[config.mk]
export PLATFORM = sky130hd
export DESIGN_NAME = hyper_mvblck_todram_p
export DESIGN_NICKNAME = d
export VERILOG_FILES = /design/src/rtl/hyper_pkg.sv /design/src/rtl/hyper_mvblck_todram_p_burst_pack.sv /design/src/rtl/hyper_mvblck_todram_p.sv
export SDC_FILE = /design/constraint.sdc
export NUM_CORES = 1
export LEC_CHECK = 0
export BUFFER_PORTS_ARGS = -buffer_cell sky130_fd_sc_hd__buf_2
export CAP_MARGIN = 30
export CORE_UTILIZATION = 55
export CTS_CLUSTER_DIAMETER = 120
export DETAILED_ROUTE_END_ITERATION = 8
export PLACE_DENSITY_LB_ADDON = 0.15
export SETUP_SLACK_MARGIN = 0.5
export SLEW_MARGIN = 40
export SYNTH_ARGS = -nofsm -noshare
export SYNTH_HDL_FRONTEND = slang
export SYNTH_SLANG_ARGS = --single-unit
[constraint.sdc]
create_clock -name CLK -period 3.8 [get_ports CLK]
set_input_delay 0.38 -clock CLK [delete_from_list [all_inputs] [get_ports CLK]]
set_output_delay 0.38 -clock CLK [all_outputs]
set_load 0.02 [all_outputs]
[src/rtl/hyper_pkg.sv]
// Shared types and helpers for the hyper_mvblck_todram_p LSAB-to-DRAM burst mover.
package hyper_pkg;

    localparam int ADDR_W_DEF = 12;
    localparam int CNT_W_DEF  = 6;

    typedef enum logic [2:0] {
        ST_IDLE  = 3'd0,
        ST_WAIT  = 3'd1,
        ST_READ  = 3'd2,
        ST_FLUSH = 3'd3,
        ST_DONE  = 3'd4
    } state_e;

    // Lane enable bit `idx` of the expanded mask; slot 0 occupies the MSB lanes.
    function automatic logic lane_en(input logic [15:0] slots, input int idx,
                                     input int burst, input int lanes);
        return slots[burst - 1 - (idx / lanes)];
    endfunction

endpackage

[src/rtl/hyper_mvblck_todram_p_burst_pack.sv]
// Collects per-slot valid bits into a burst and registers the MCU write request.
module hyper_burst_pack
    import hyper_pkg::*;
#(
    parameter int ADDR_W     = ADDR_W_DEF,
    parameter int BURST_LOG2 = 1,
    parameter int LANES      = 2,
    localparam int BURST     = 1 << BURST_LOG2,
    localparam int WE_W      = BURST * LANES
) (
    input  logic              CLK,
    input  logic              RST,
    input  logic              rd_i,
    input  logic [ADDR_W-1:0] addr_i,
    input  logic              flush_i,
    output logic [ADDR_W-1:0] coll_addr_o,
    output logic [WE_W-1:0]   we_o,
    output logic              req_o
);

    logic [BURST-1:0]  slot_mask_q, slot_mask_d;
    logic [ADDR_W-1:0] coll_addr_q, coll_addr_d;
    logic [WE_W-1:0]   we_q, we_d, we_exp_s;
    logic              req_q, req_d;
    logic [BURST-1:0]  slot_bit_s, mask_sel_s;
    logic              close_s;
    logic [ADDR_W-1:0] base_s;

    assign slot_bit_s = BURST'(1'b1) << addr_i[BURST_LOG2-1:0];
    assign close_s    = rd_i && (&addr_i[BURST_LOG2-1:0]);
    assign mask_sel_s = close_s ? (slot_mask_q | slot_bit_s) : slot_mask_q;
    // After a flush the pointer still sits inside the unfinished burst, so its base is valid.
    assign base_s     = {addr_i[ADDR_W-1:BURST_LOG2], {BURST_LOG2{1'b0}}};

    // Replicate each slot bit across its lanes.
    always_comb begin
        we_exp_s = '0;
        for (int i = 0; i < WE_W; i++) begin
            we_exp_s[i] = lane_en(16'(mask_sel_s), i, BURST, LANES);
        end
    end

    // Burst accumulation and request generation.
    always_comb begin
        slot_mask_d = slot_mask_q;
        coll_addr_d = coll_addr_q;
        we_d        = we_q;
        req_d       = 1'b0;
        if (close_s) begin
            req_d       = 1'b1;
            coll_addr_d = base_s;
            we_d        = we_exp_s;
            slot_mask_d = '0;
        end else if (rd_i) begin
            slot_mask_d = slot_mask_q | slot_bit_s;
        end else if (flush_i && (slot_mask_q != '0)) begin
            req_d       = 1'b1;
            coll_addr_d = base_s;
            we_d        = we_exp_s;
            slot_mask_d = '0;
        end else begin
            slot_mask_d = slot_mask_q;
        end
    end

    // Registers with synchronous active-low reset.
    always_ff @(posedge CLK) begin
        if (!RST) begin
            slot_mask_q <= '0;
            coll_addr_q <= '0;
            we_q        <= '0;
            req_q       <= 1'b0;
        end else begin
            slot_mask_q <= slot_mask_d;
            coll_addr_q <= coll_addr_d;
            we_q        <= we_d;
            req_q       <= req_d;
        end
    end

    assign coll_addr_o = coll_addr_q;
    assign we_o        = we_q;
    assign req_o       = req_q;

endmodule

[src/rtl/hyper_mvblck_todram_p.sv]
// LSAB section to DRAM block mover with burst packing, start timeout and DONE pulse.
// Optional ABORT input is enabled by defining HYPER_MVBLCK_ABORT_EN.
module hyper_mvblck_todram_p
    import hyper_pkg::*;
#(
    parameter int         SECTIONS   = 4,
    parameter int         ADDR_W     = ADDR_W_DEF,
    parameter int         CNT_W      = CNT_W_DEF,
    parameter int         BURST_LOG2 = 1,
    parameter int         LANES      = 2,
    parameter logic [7:0] STALL_MAX  = 8'd15,
    localparam int        SEC_W      = $clog2(SECTIONS),
    localparam int        WE_W       = (1 << BURST_LOG2) * LANES
) (
    input  logic              CLK,
    input  logic              RST,
    input  logic [SECTIONS-1:0] LSAB_STOP,
    output logic              LSAB_READ,
    output logic [SEC_W-1:0]  LSAB_SECTION,
    input  logic [ADDR_W-1:0] START_ADDRESS,
    input  logic [CNT_W-1:0]  COUNT_REQ,
    input  logic [SEC_W-1:0]  SECTION,
    input  logic              ISSUE,
    output logic [CNT_W-1:0]  COUNT_SENT,
    output logic              WORKING,
    output logic              DONE,
    output logic [ADDR_W-1:0] MCU_COLL_ADDRESS,
    output logic [WE_W-1:0]   MCU_WE_ARRAY,
    output logic              MCU_REQUEST_ACCESS
`ifdef HYPER_MVBLCK_ABORT_EN
    ,
    input  logic              ABORT
`endif
);

    state_e            state_q, state_d;
    logic [SEC_W-1:0]  sec_q, sec_d;
    logic [CNT_W-1:0]  cnt_q, cnt_d;
    logic [CNT_W-1:0]  len_q, len_d;
    logic [ADDR_W-1:0] track_q, track_d;
    logic [7:0]        stall_q, stall_d;
    logic              rd_q, rd_d;
    logic              working_q, done_q;
    logic [CNT_W-1:0]  sent_q;
    logic              stop_n_s, abort_s, rd_strobe_s, flush_s;

`ifdef HYPER_MVBLCK_ABORT_EN
    assign abort_s = ABORT;
`else
    assign abort_s = 1'b0;
`endif

    assign stop_n_s = (len_q != '0) && !LSAB_STOP[sec_q];

    // Next-state and read decision.
    always_comb begin
        state_d     = state_q;
        sec_d       = sec_q;
        cnt_d       = cnt_q;
        len_d       = len_q;
        track_d     = track_q;
        stall_d     = stall_q;
        rd_d        = 1'b0;
        rd_strobe_s = 1'b0;
        flush_s     = 1'b0;
        case (state_q)
            ST_IDLE: begin
                sec_d   = SECTION;
                cnt_d   = COUNT_REQ;
                len_d   = COUNT_REQ;
                track_d = START_ADDRESS;
                stall_d = 8'd0;
                if (ISSUE) begin
                    state_d = (COUNT_REQ == '0) ? ST_DONE : ST_WAIT;
                end else begin
                    state_d = ST_IDLE;
                end
            end
            ST_WAIT, ST_READ: begin
                if (abort_s) begin
                    state_d = ST_FLUSH;
                end else if (stop_n_s) begin
                    rd_d        = 1'b1;
                    rd_strobe_s = 1'b1;
                    track_d     = track_q + ADDR_W'(1);
                    len_d       = len_q - CNT_W'(1);
                    state_d     = ST_READ;
                end else if (state_q == ST_READ) begin
                    state_d = ST_FLUSH;
                end else if (stall_q == STALL_MAX) begin
                    state_d = ST_DONE;
                end else begin
                    stall_d = stall_q + 8'd1;
                end
            end
            ST_FLUSH: begin
                flush_s = 1'b1;
                state_d = ST_DONE;
            end
            ST_DONE: begin
                state_d = ST_IDLE;
            end
            default: begin
                state_d = ST_IDLE;
            end
        endcase
    end

    // State, counters and registered status outputs.
    always_ff @(posedge CLK) begin
        if (!RST) begin
            state_q   <= ST_IDLE;
            sec_q     <= '0;
            cnt_q     <= '0;
            len_q     <= '0;
            track_q   <= '0;
            stall_q   <= 8'd0;
            rd_q      <= 1'b0;
            working_q <= 1'b0;
            done_q    <= 1'b0;
            sent_q    <= '0;
        end else begin
            state_q   <= state_d;
            sec_q     <= sec_d;
            cnt_q     <= cnt_d;
            len_q     <= len_d;
            track_q   <= track_d;
            stall_q   <= stall_d;
            rd_q      <= rd_d;
            working_q <= (state_q != ST_IDLE);
            done_q    <= (state_q == ST_DONE);
            sent_q    <= (state_q == ST_DONE) ? (cnt_q - len_q) : sent_q;
        end
    end

    hyper_burst_pack #(
        .ADDR_W     (ADDR_W),
        .BURST_LOG2 (BURST_LOG2),
        .LANES      (LANES)
    ) u_pack (
        .CLK         (CLK),
        .RST         (RST),
        .rd_i        (rd_strobe_s),
        .addr_i      (track_q),
        .flush_i     (flush_s),
        .coll_addr_o (MCU_COLL_ADDRESS),
        .we_o        (MCU_WE_ARRAY),
        .req_o       (MCU_REQUEST_ACCESS)
    );

    assign LSAB_READ    = rd_q;
    assign LSAB_SECTION = sec_q;
    assign COUNT_SENT   = sent_q;
    assign WORKING      = working_q;
    assign DONE         = done_q;

endmodule

Word-level counts from Yosys, hierarchy flattened --
Cells that the tools add are included.
Operators by class: add/subtract/negate cells 4, $lt $le $gt $ge 1, eq/ne operators 11, shift-type cells 1, muxes and demuxes 31, bitwise gates (word level) 2, reductions and logical operators 17
Operator list (number):
- $mux W12 | 4
- $mux W8 | 3
- $pmux W12 S2 | 1
- $pmux W8 S2 | 1
- $mux W3 | 5
- $add A12 B1 Y12 const B | 1
- $mux W4 | 3
- $pmux W6 S2 | 1
- $ne A2 B2 Y1 const B | 5
- $pmux W3 S3 | 1
- $add A8 B1 Y8 const B | 1
- $eq A8 B4 Y1 const B | 1
- $reduce_bool A2 Y1 | 4
- $mux W1 | 7
- $eq A3 B2 Y1 const B | 2
- $logic_not A6 Y1 | 1
- $mux W2 | 3
- $mux W6 | 1
- $reduce_bool A6 Y1 | 1
- $sub A6 B1 Y6 const B | 1
- $sub A6 B6 Y6 | 1
- $ne A4 B4 Y1 const B | 1
- $reduce_and A2 Y1 | 2
- $reduce_and A4 Y1 | 1
- 12 further kinds | 15
Word-level totals: flip-flop bits (word level) 64, input port bits 27, output and inout port bits 28, logic and storage cells 81

Depth between registers and ports, before layout --
depth after elaboration 11, gate-level depth with buffers 9, mapped depth without buffers 8

By module --
Synthesis repeated with hierarchy kept, for this count alone.
Second synthesis, totals: cell total of the unflattened synthesis 381, area, all modules 3111.7 µm²
Modules (own cells, without submodules):
- hyper_mvblck_todram_p | instances 1, cells an instance 308, area an instance 2476.1 µm², seq. area each 920.9 µm²
- hyper_burst_pack | instances 1, cells an instance 73, area an instance 635.6 µm², seq. area each 320.3 µm²

Least setup slack after synthesis --
No wires, ideal clock.
kind reg2reg, start point reg sec_q[0], in the netlist LSAB_SECTION[0], end point reg len_q[4], setup time 117 ps, arrival 1879 ps, required time 3683 ps, path slack 1804 ps, stages on the path, launching flop included 8, path buffers 2, period minus slack after synthesis 1996 ps, path through dfxtp_1 mux4_2 a21o_1 buf_6 o21ai_4 buf_6 o21ai_1 a32o_1
On the way: longest elaborated chain between the ends 6
RTL lines:
- start, declared | line hyper_mvblck_todram_p.sv:37 | logic [SEC_W-1:0] sec_q, sec_d;
- start signal, assigned | line hyper_mvblck_todram_p.sv:113 | sec_q <= '0;
- start signal, assigned | line hyper_mvblck_todram_p.sv:124 | sec_q <= sec_d;
- $bmux W1 S2 | line hyper_mvblck_todram_p.sv:53 | assign stop_n_s = (len_q != '0) && !LSAB_STOP[sec_q];
- $mux W1 (implied by the code) | line hyper_mvblck_todram_p.sv:53
- $logic_not A1 Y1 | line hyper_mvblck_todram_p.sv:53
- $logic_and A1 B1 Y1 | line hyper_mvblck_todram_p.sv:53
- $ne A2 B2 Y1 (no source line)
- $reduce_and A2 Y1 (no source line)
- end signal, assigned | line hyper_mvblck_todram_p.sv:126 | len_q <= len_d;
- end, declared | line hyper_mvblck_todram_p.sv:39 | logic [CNT_W-1:0] len_q, len_d;
Every way passes these cells. The select of a mux whose other input is x is not followed. A chain may end at the register's enable or synchronous reset.

Worst setup path in the final report --
start point reg state_q[1], end point reg stall_q[3]
On the way: longest elaborated chain between the ends 4, elaborated cells between the ends (all ways) 10, classes of those cells 5 x eq/ne; 1 x mux; 4 x reduce/logical
RTL lines:
- start, declared | line hyper_mvblck_todram_p.sv:36 | state_e state_q, state_d;
- start signal, assigned | line hyper_mvblck_todram_p.sv:123 | state_q <= state_d;
- $eq A3 B2 Y1 / $eq A3 B1 Y1 (equally long branches) | line hyper_mvblck_todram_p.sv:66, hyper_mvblck_todram_p.sv:88
- $reduce_or A2 Y1 | line hyper_mvblck_todram_p.sv:66 | case (state_q)
- $ne A2 B2 Y1 (no source line) / $reduce_bool A2 Y1 (equally long branches)
- $reduce_and A4 Y1 (no source line)
- end signal, assigned | line hyper_mvblck_todram_p.sv:128 | stall_q <= stall_d;
- end, declared | line hyper_mvblck_todram_p.sv:41 | logic [7:0] stall_q, stall_d;
Several ways; a longest one is shown, not always the timed one.

==> flow_summary.json <==
{
  "outcome": "complete, no violations",
  "final_common_cell": "dfxtp_1",
  "nets": 460,
  "dieHeight_um": 76.80,
  "setup_violations": 0,
  "avgSynthCellArea_um2": 8.012,
  "final_cell_mix": "dfxtp_1, nand2_1, buf_2, a21oi_1",
  "clk_latency_ns": 0.34,
  "path_max_fanout": 32,
  "seq_area_frac_synth_pct": 40.34,
  "setup_ws_ns": 1.560,
  "end_kind": "register",
  "wire_per_inst_um": 14.48,
  "reg2reg_to": "stall_q[3]",
  "rows": 26,
  "antenna_found_initial": 0,
  "rsz0062_at_grt": "false",
  "htree_num_levels": 3,
  "ys_warn_count": 0,
  "path_class": "reg2reg",
  "grt_first_pass_wirelength_um": 12320,
  "postSynthCellCount": 384,
  "drc": 0,
  "async_flop_share_pct": 0,
  "min_period_ns": 2.240,
  "dp_hpwl_um": 4934,
  "finalCritPeriodShare_pct": 58.95,
  "finalHoldViolations": 0,
  "placed_cells": 483,
  "synth_edf_count": 0,
  "avgViaCountPerCell": 5.827,
  "power_density_nw_per_um2": 776.6,
  "setup_tns_ns": 0,
  "clock_skew_ns": 0.008108,
  "maxCapViolCount": 0,
  "drive_above_1_share_pct": 19.63,
  "gr-total-overflow": 0,
  "power_uw": 2722,
  "die_x_um": 76.80,
  "cts_tree": "built",
  "numCtsBuffers": 9,
  "cts_root_buf": "clkbuf_8",
  "pre_cts_ws_ns": 1.565,
  "grt_pass1_vias": 2731,
  "syn_nets": 420,
  "fp.coreArea_um2": 5238,
  "grt_start_max_net_pins": 33,
  "min_from": "SECTION[1]",
  "r2r_start": "state_q[1]",
  "cts_setup_buffers": 0,
  "required_ns": 4.08,
  "holdPathEnd": "LSAB_SECTION[1]",
  "ys_seq_elements": 62,
  "syn2layout_area_growth_pct": 13.95,
  "synthesis.area_um2": 3077,
  "io_pins": 55,
  "max_freq_ghz": 0.4464,
  "arrival_ns": 2.52,
  "totalWireLength_um": 7209,
  "synthFlopType": "dfxtp_1",
  "fillers": 466,
  "rr_worst_depth": 5,
  "holdCritPathClass": "in2reg",
  "fin_cells": 498,
  "gp_congestion": 0.8313,
  "tightest_slew_ns": 0.7105,
  "initial_core_util_pct": 58.74,
  "diodes": 0,
  "io_buffers": 53,
  "clockBufferDepth": 2,
  "cts.sinks": 62,
  "ir_drop_mv": 0.5542,
  "dieArea_um2": 5897,
  "p_leak_uw": 0.001428,
  "drtIter0Drc": 177,
  "globalRouteTotalUtil_pct": 26.08,
  "dr.pass1.iters": 4,
  "maxSlewViolCount": 0,
  "cts_resized": 0,
  "cts_hold_buf": 0,
  "max_slew_margin_pct": 52.64,
  "worstSetupStartpointType": "register",
  "routed-via-count": 2902,
  "clkTransAtPathRegs_ns": 0.07,
  "final_core_util_pct": 66.94,
  "hold_path_depth": 3,
  "synth.distinct_cells": 56,
  "ff2ff_setup_slack_ns": 1.56,
  "ant_nets": 0
}
## critical path, cell delays in order, from the launching register on
cell and delay, ns:
dfxtp_1 0.59, xnor2_1 0.18, or2_2 0.54, o21ai_1 0.26, or4_1 0.50, o21ai_0 0.07
## where the power goes
group          switching [uW]  total, uW  internal, uW
sequential                158        961           803
clock                     253        565           312
combinational             749       1200           447
## layout make-up
cell class              instances  area, um2  area share [%]
multi-input cells             283       1649           47.04
inverters                      10      37.54           1.071
repair buffers                 58      302.8           8.637
flip-flops and latches         62       1241           35.40
clock buffers                  10      137.6           3.926
well taps                      70      87.58           2.498
clock inverters                 5      50.05           1.428
## cells by family (layout without fill, tap and decap cells)
family,count (synthesis),after routing,synth area share [%]
fa+ha+maj,9,9,3.904
compound gates,108,108,22.45
buf+inv,39,83,6.181
flops,62,62,40.34
mux,3,3,1.383
xor+xnor,5,5,1.424
other cells,1,1,0.1219
simple gates,157,157,24.20
## registers in the layout, indices dropped and copies added (netlist names), 2 cells and up
register            cells
cnt_q                   6
u_pack.we_o             2
LSAB_SECTION            2
state_q                 3
u_pack.slot_mask_q      2
track_q                12
u_pack.coll_addr_o     11
stall_q                 8
len_q                   6
COUNT_SENT              6
## per-stage QoR
step / instance area [um2] / hold slack (ns)
final: 3506 / 0.2749
after global routing: 3506 / 0.2939
after CTS: 3506 / 0.2655
after detailed placement: 3318 / 0.4443
after global placement: 3314 / 0.4357
after floorplan: 3077 / 0.4363
## synthesized netlist by cell type (4+ instances only)
| cell | count | area (um2) |
|---|---|---|
| dfxtp_1 | 62 | 1241 |
| nand2_1 | 61 | 229.0 |
| a21oi_1 | 42 | 210.2 |
| nand3_1 | 26 | 130.1 |
| nor2_1 | 26 | 97.59 |
| o21ai_0 | 25 | 125.1 |
| clkbuf_1 | 14 | 52.55 |
| inv_1 | 10 | 37.54 |
| nor3_1 | 9 | 45.04 |
| or3_1 | 9 | 56.30 |
| ha_1 | 8 | 100.1 |
| buf_2 | 5 | 25.02 |
| o32ai_1 | 5 | 43.79 |
| buf_4 | 4 | 30.03 |
| o211ai_1 | 4 | 30.03 |
## how the worst max path moves through the flow
stage | start | slack [ns] | endpoint
finish | state_q[1] | 1.56 | stall_q[3]
global route | state_q[1] | 1.34 | stall_q[3]
CTS | state_q[1] | 1.56 | stall_q[3]
detailed placement | len_q[1] | 1.57 | stall_q[3]
global placement | state_q[1] | 1.27 | stall_q[3]
floorplan | LSAB_SECTION[0] | 1.80 | len_q[4]
## per-layer routing
metal  wire (um)  up-vias  GRT usage (%)
met4         118        0          12.31
li1            -     1446              -
met5           0        -              0
met3         377       14          3.929
met2        3523       73          42.68
met1        3190     1369          33.56
Power figures use the tool's default switching activity.
